File: config.mk
export PLATFORM = sky130hd
export DESIGN_NAME = pkt_stream_dispatch
export DESIGN_NICKNAME = d
export VERILOG_FILES = /design/src/rtl/dpi_dispatch_pkg.sv /design/src/rtl/stream_table.sv /design/src/rtl/pkt_stream_dispatch.sv
export SDC_FILE = /design/constraint.sdc
export NUM_CORES = 2
export LEC_CHECK = 0
export CORE_MARGIN = 3
export CORE_UTILIZATION = 55
export DETAILED_ROUTE_END_ITERATION = 16
export PLACE_DENSITY_LB_ADDON = 0.12
export SETUP_SLACK_MARGIN = 0.15
export SYNTH_ARGS = -nofsm -noshare
export SYNTH_HDL_FRONTEND = slang
export SYNTH_HIERARCHICAL = 1
export SYNTH_SLANG_ARGS = --single-unit
File: constraint.sdc
create_clock -name clk -period 5.3 [get_ports clk]
set_input_delay 0.795 -clock clk [delete_from_list [all_inputs] [get_ports clk]]
set_output_delay 0.795 -clock clk [all_outputs]
set_load 0.03 [all_outputs]
File: src/rtl/dpi_dispatch_pkg.sv
// Shared types and constants for the packet-to-character-stream dispatcher.
package dpi_dispatch_pkg;

    localparam int STREAM_W    = 6;
    localparam int NUM_STREAMS = 64;
    localparam int KEY_W       = 32;

    typedef enum logic [2:0] {
        IDLE,
        LOOKUP,
        LOAD,
        GAP,
        SERIAL,
        DRAIN,
        EOP
    } state_e;

    // Index of the final byte of a word; an nbytes field of 0 means a full word.
    function automatic logic [1:0] last_byte_idx(input logic is_eop, input logic [1:0] nbytes);
        return is_eop ? (nbytes - 2'd1) : 2'd3;
    endfunction

endpackage

File: src/rtl/stream_table.sv
// Flow-key CAM: one-cycle lookup with allocate-on-miss at a wrapping pointer; result registered.
module stream_table
    import dpi_dispatch_pkg::*;
(
    input  logic                clk,
    input  logic                rst_n,
    input  logic                lookup_en,
    input  logic [KEY_W-1:0]    key,
    output logic [STREAM_W-1:0] sid,
    output logic                is_new
);

    logic [KEY_W-1:0]       keys_q [NUM_STREAMS];
    logic [KEY_W-1:0]       keys_d [NUM_STREAMS];
    logic [NUM_STREAMS-1:0] valid_q, valid_d;
    logic [STREAM_W-1:0]    alloc_ptr_q, alloc_ptr_d;
    logic [STREAM_W-1:0]    sid_q, sid_d;
    logic                   is_new_q, is_new_d;
    logic                   hit;
    logic [STREAM_W-1:0]    hit_idx;

    always_comb begin
        hit     = 1'b0;
        hit_idx = '0;
        for (int i = 0; i < NUM_STREAMS; i++) begin
            if (valid_q[i] && keys_q[i] == key) begin
                hit     = 1'b1;
                hit_idx = STREAM_W'(i);
            end
        end
    end

    always_comb begin
        keys_d      = keys_q;
        valid_d     = valid_q;
        alloc_ptr_d = alloc_ptr_q;
        sid_d       = sid_q;
        is_new_d    = is_new_q;
        if (lookup_en) begin
            if (hit) begin
                sid_d    = hit_idx;
                is_new_d = 1'b0;
            end else begin
                // Miss overwrites whatever occupies the slot; the pointer wraps naturally at 64.
                keys_d[alloc_ptr_q]  = key;
                valid_d[alloc_ptr_q] = 1'b1;
                sid_d                = alloc_ptr_q;
                is_new_d             = 1'b1;
                alloc_ptr_d          = alloc_ptr_q + 1'b1;
            end
        end
    end

    always_ff @(posedge clk) begin
        if (!rst_n) begin
            valid_q     <= '0;
            alloc_ptr_q <= '0;
            sid_q       <= '0;
            is_new_q    <= 1'b0;
        end else begin
            valid_q     <= valid_d;
            alloc_ptr_q <= alloc_ptr_d;
            sid_q       <= sid_d;
            is_new_q    <= is_new_d;
        end
    end

    always_ff @(posedge clk) begin
        keys_q <= keys_d;
    end

    assign sid    = sid_q;
    assign is_new = is_new_q;

endmodule

File: src/rtl/pkt_stream_dispatch.sv
// Serializes 32-bit packet words into a per-flow byte stream for regex wrappers.
// Optional counters stat_pkts/stat_new_streams are built when DISPATCH_STATS_EN is defined.
module pkt_stream_dispatch
    import dpi_dispatch_pkg::*;
#(
    parameter int NUM_RX    = 4,
    parameter int DRAIN_CYC = 2
) (
    input  logic                clk,
    input  logic                rst_n,
    input  logic [31:0]         in_data,
    input  logic                in_vld,
    input  logic                in_sop,
    input  logic                in_eop,
    input  logic [1:0]          in_nbytes,
    input  logic [31:0]         in_flow_key,
    output logic                in_rdy,
    input  logic [NUM_RX-1:0]   cfg_en_mask,
    output logic                load_state,
    output logic                new_stream_id,
    output logic                char_in_vld,
    output logic                eop,
    output logic [STREAM_W-1:0] stream_id,
    output logic [7:0]          char_in,
    output logic [NUM_RX-1:0]   enable,
    output logic                err_sticky,
`ifdef DISPATCH_STATS_EN
    output logic [31:0]         stat_pkts,
    output logic [31:0]         stat_new_streams,
`endif
    output state_e              dbg_state
);

    localparam logic [7:0] DRAIN_LAST = 8'((DRAIN_CYC > 0) ? DRAIN_CYC - 1 : 0);

    // Input handshake: a word transfers on a clk edge where in_vld && in_rdy.
    state_e             state_q, state_d;
    logic [KEY_W-1:0]   key_q, key_d;
    logic [31:0]        word_q, word_d;
    logic [1:0]         nbytes_q, nbytes_d;
    logic               last_q, last_d;
    logic               have_q, have_d;
    logic [1:0]         idx_q, idx_d;
    logic [NUM_RX-1:0]  en_q, en_d;
    logic               err_q, err_d;
    logic [7:0]         drain_cnt_q, drain_cnt_d;
    logic               rdy_c, take_word;

    stream_table u_table (
        .clk       (clk),
        .rst_n     (rst_n),
        .lookup_en (state_q == LOOKUP),
        .key       (key_q),
        .sid       (stream_id),
        .is_new    (new_stream_id)
    );

    always_comb begin
        state_d     = state_q;
        key_d       = key_q;
        word_d      = word_q;
        nbytes_d    = nbytes_q;
        last_d      = last_q;
        have_d      = have_q;
        idx_d       = idx_q;
        en_d        = en_q;
        err_d       = err_q;
        drain_cnt_d = drain_cnt_q;
        rdy_c       = 1'b0;
        take_word   = 1'b0;
        load_state  = 1'b0;
        char_in_vld = 1'b0;
        char_in     = 8'h00;
        eop         = 1'b0;
        case (state_q)
            IDLE: begin
                rdy_c = 1'b1;
                if (in_vld) begin
                    if (in_sop) begin
                        key_d    = in_flow_key;
                        word_d   = in_data;
                        nbytes_d = in_nbytes;
                        last_d   = in_eop;
                        en_d     = cfg_en_mask;
                        have_d   = 1'b1;
                        idx_d    = 2'd0;
                        state_d  = LOOKUP;
                    end else begin
                        err_d = 1'b1;
                    end
                end
            end
            LOOKUP: state_d = LOAD;
            LOAD: begin
                load_state = 1'b1;
                state_d    = GAP;
            end
            GAP: state_d = SERIAL;
            SERIAL: begin
                if (have_q) begin
                    char_in_vld = 1'b1;
                    char_in     = word_q[{idx_q, 3'b000} +: 8];
                    if (idx_q == last_byte_idx(last_q, nbytes_q)) begin
                        have_d = 1'b0;
                        if (last_q) begin
                            drain_cnt_d = 8'd0;
                            state_d     = (DRAIN_CYC == 0) ? EOP : DRAIN;
                        end else begin
                            rdy_c     = 1'b1;
                            take_word = 1'b1;
                        end
                    end else begin
                        idx_d = idx_q + 2'd1;
                    end
                end else begin
                    rdy_c     = 1'b1;
                    take_word = 1'b1;
                end
                // A stray sop mid-packet is flagged but its word is still streamed as data.
                if (take_word && in_vld) begin
                    word_d   = in_data;
                    nbytes_d = in_nbytes;
                    last_d   = in_eop;
                    have_d   = 1'b1;
                    idx_d    = 2'd0;
                    if (in_sop) err_d = 1'b1;
                end
            end
            DRAIN: begin
                drain_cnt_d = drain_cnt_q + 8'd1;
                if (drain_cnt_q == DRAIN_LAST) state_d = EOP;
            end
            EOP: begin
                eop     = 1'b1;
                state_d = IDLE;
            end
            default: state_d = IDLE;
        endcase
    end

    always_ff @(posedge clk) begin
        if (!rst_n) begin
            state_q     <= IDLE;
            key_q       <= '0;
            word_q      <= '0;
            nbytes_q    <= '0;
            last_q      <= 1'b0;
            have_q      <= 1'b0;
            idx_q       <= '0;
            en_q        <= '0;
            err_q       <= 1'b0;
            drain_cnt_q <= '0;
        end else begin
            state_q     <= state_d;
            key_q       <= key_d;
            word_q      <= word_d;
            nbytes_q    <= nbytes_d;
            last_q      <= last_d;
            have_q      <= have_d;
            idx_q       <= idx_d;
            en_q        <= en_d;
            err_q       <= err_d;
            drain_cnt_q <= drain_cnt_d;
        end
    end

`ifdef DISPATCH_STATS_EN
    logic [31:0] stat_pkts_q, stat_pkts_d;
    logic [31:0] stat_new_q, stat_new_d;

    always_comb begin
        stat_pkts_d = stat_pkts_q;
        stat_new_d  = stat_new_q;
        if (state_q == EOP) stat_pkts_d = stat_pkts_q + 32'd1;
        if (state_q == LOAD && new_stream_id) stat_new_d = stat_new_q + 32'd1;
    end

    always_ff @(posedge clk) begin
        if (!rst_n) begin
            stat_pkts_q <= '0;
            stat_new_q  <= '0;
        end else begin
            stat_pkts_q <= stat_pkts_d;
            stat_new_q  <= stat_new_d;
        end
    end

    assign stat_pkts        = stat_pkts_q;
    assign stat_new_streams = stat_new_q;
`endif

    // Ready is held low while reset is asserted, even though the state is already IDLE.
    assign in_rdy     = rdy_c & rst_n;
    assign enable     = en_q;
    assign err_sticky = err_q;
    assign dbg_state  = state_q;

endmodule

==> flow_metrics.env <==
export IMPL_routed_wl_mm=276
export IMPL_status="complete, no violations"
export IMPL_synth_top_area_share_pct=62.3
export IMPL_wl_per_cell_um=28.1
export IMPL_cts_tree="built"
export IMPL_setup_viol=0
export IMPL_dp_cells=9396
export IMPL_grt_overflow_total=0
export IMPL_synthArstFlopShare_pct=0
export IMPL_yosysSeqAreaShare_pct=65.6
export IMPL_cellLeakagePower_nw=40.1
export IMPL_drive_gt1_share_pct=11.7
export IMPL_start_kind="flip-flop"
export IMPL_crit_type="flip-flop to flip-flop"
export IMPL_fill_cells=13000
export IMPL_htree_levels=4
export IMPL_syn_nets=6920
export IMPL_synth_flop_cell="edfxtp_1"
export IMPL_num_vias=61100
export IMPL_nets=7361
export IMPL_cts_resized=0
export IMPL_synthTopCellsByArea="edfxtp_1, xor2_1, xnor2_1"
export IMPL_power_density_mw_per_mm2=333
export IMPL_cts_root_buf="clkbuf_16"
export IMPL_post_route_util_pct=63.7
export IMPL_instances_no_fill=9823
export IMPL_fin_area_mm2=0.113
export IMPL_cts_sinks=2211
export IMPL_antenna_found_initial=3
export IMPL_gr_usage_all_layers_pct=29.6
export IMPL_ant_nets=0
export IMPL_die_w_um=430
export IMPL_dieArea_mm2=0.185
export IMPL_die_h_um=430
export IMPL_clk_pin_slew_ns=0.06
export IMPL_syn_cell_area_mm2=0.0987
export IMPL_crit_required_ns=5.82
export IMPL_min_period_ns=5.02
export IMPL_yosysWarnings=6
export IMPL_crit_arrival_ns=5.55
export IMPL_synth_cell_types=84
export IMPL_synth_top_cell_by_area="edfxtp_1"
export IMPL_clock_skew_ns=0.0490
export IMPL_worstMarginPinSlew_ns=1.16
export IMPL_start_util_pct=55.7
export IMPL_port_buffers=101
export IMPL_hold_path_class="input port to flip-flop"
export IMPL_slew_headroom_pct=22.8
export IMPL_dpl_hpwl_mm=179
export IMPL_grt_pass1_vias=60000
export IMPL_synth_edf_count=2048
export IMPL_fin_crit_sh_pct=94.7
export IMPL_rsz0062_at_grt="false"
export IMPL_synth_avg_cell_area_um2=14.4
export IMPL_slowest_stage="dfxtp_4"
export IMPL_routabilityCongestion=0.930
export IMPL_totalPowerFinal_w=0.0376
export IMPL_core_mm2=0.177
export IMPL_area_delta_synth_final_pct=14.4
export IMPL_synth_common_cells="edfxtp_1, xor2_1, xnor2_1"
export IMPL_placed_area_mm2=0.106
export IMPL_ctsHoldBuffers=0
export IMPL_cts_buffers=225
export IMPL_setup_tns_ns=0
export IMPL_slowest_delay_ns=0.74
export IMPL_grt_pass1_wl_mm=405
export IMPL_crit_fanout=33
export IMPL_drt_iter0_drc=7256
export IMPL_ir_drop_uv=360
export IMPL_post_route_drc_count=0
export IMPL_grt_max_degree=70
export IMPL_cp_cell_sequence="buf_12 > buf_4 > xor2_1 > nor4_1 > nand4_1 > or4_1 > nand4_1 > nor4_2 > buf_4 > nand4_1 > nor2_1 > nand2_1 > buf_4 > nor2_2 > buf_12"
export IMPL_cts_buffer_depth=3
export IMPL_synth_most_common_cell="edfxtp_1"
export IMPL_first_pass_iters=8
export IMPL_cap_violations=0
export IMPL_maxSlewViolCount=0
export IMPL_fp_row_count=154
export IMPL_viasPerCell=6.22
export IMPL_worst_setup_path_end_kind="flip-flop"
export IMPL_ys_ff_latch=2211
export IMPL_postCtsSetupBuffers=0
export IMPL_synthCells=6842
export IMPL_io_pins=102
export IMPL_worstSkewPairLatency_ns=0.87
export IMPL_finalHoldViolCount=0
export IMPL_fmaxAchievable_mhz=199
==> cells in the final DEF (no fill, tap or decap), drive strengths merged, types with 100 or more instances in the layout <==
cell type,netlist,layout
edfxtp,2048,2048
xor2,1316,1316
xnor2,732,732
nor4,591,591
buf,248,397
nand4,378,378
nand2,331,331
clkbuf,35,296
dfxtp,163,163
nand3,135,135
nor2,105,105
nor3,104,104
clkdlybuf4s50,0,100
==> worst paths after layout <==
kind	startpoint	endpoint	slack, ns	cells after the start
worst max-delay path	key_q[22]$_SDFFE_PN0P_	u_table/keys_q[703]$_DFFE_PP_	0.28	15
worst min-delay path	rst_n	drain_cnt_q[1]$_SDFFE_PN0P_	0.36	3
worst max register to register	key_q[22]$_SDFFE_PN0P_	u_table/keys_q[703]$_DFFE_PP_	0.28	15
worst min register to register	word_q[21]$_SDFFE_PN0P_	word_q[21]$_SDFFE_PN0P_	0.45	2
==> critical path: cells and delay by family (launching register included) <==
family / cells / cell delay [ns]
xor+xnor: 1 / 0.23
flops: 1 / 0.74
simple gates: 9 / 2.16
buf+inv: 5 / 1.47
==> through the flow <==
step | hold slack (ns) | worst slack [ns]
CTS | 0.304 | 0.392
floorplan | 0.433 | 0.0487
global placement | 0.440 | 0.503
global route | 0.326 | 0.191
finish | 0.363 | 0.279
detailed placement | 0.447 | 0.458
==> flip-flops by register name, indices dropped and copies added (netlist names) <==
name,flops
dbg_state,3
drain_cnt_q,8
enable,4
err_sticky,1
have_q,1
idx_q,2
key_q,32
last_q,1
nbytes_q,2
u_table/alloc_ptr_q,6
u_table/is_new,1
u_table/keys_q,2048
u_table/sid,6
u_table/valid_q,64
word_q,32
==> cells by family (layout without fill, tap and decap cells) <==
| logic type | after synthesis | count (layout) | share of synthesized area, % |
|---|---|---|---|
| adders and majority gates | 3 | 3 | 0.0380 |
| AOI/OAI and AO/OA | 266 | 266 | 1.76 |
| and+or+nand+nor | 1987 | 1987 | 11.8 |
| DFF | 2211 | 2211 | 65.6 |
| other | 0 | 1 | 0 |
| muxes | 14 | 14 | 0.243 |
| xor gates and xnor gates | 2048 | 2048 | 18.2 |
| buffers and inverters | 313 | 953 | 2.39 |
==> routing by layer <==
metal,GRT usage [%],vias up,wire [µm]
met5,0,-,0
met4,10.3,0,9950
met3,4.77,520,23400
met2,45.2,2960,125000
met1,43.2,31000,118000
li1,-,26600,-
==> cell type report <==
cell class                      instances  area (µm²)  area share [%]
Antenna cell                            1        2.50         0.00222
Clock buffer                          296        6070            5.37
Clock inverter                        130        1260            1.11
Inverter                               30         113          0.0997
Multi-Input combinational cell       4318       31800            28.2
Sequential cell                      2211       64900            57.4
Tap cell                             2340        2930            2.59
Timing Repair Buffer                  497        5860            5.19
==> power breakdown <==
group	internal, W	switching (W)
logic	0.000893	0.00169
registers	0.0191	0.000178
clock network	0.00895	0.00679
total	0.0289	0.00865
Power figures use the tool's default switching activity.
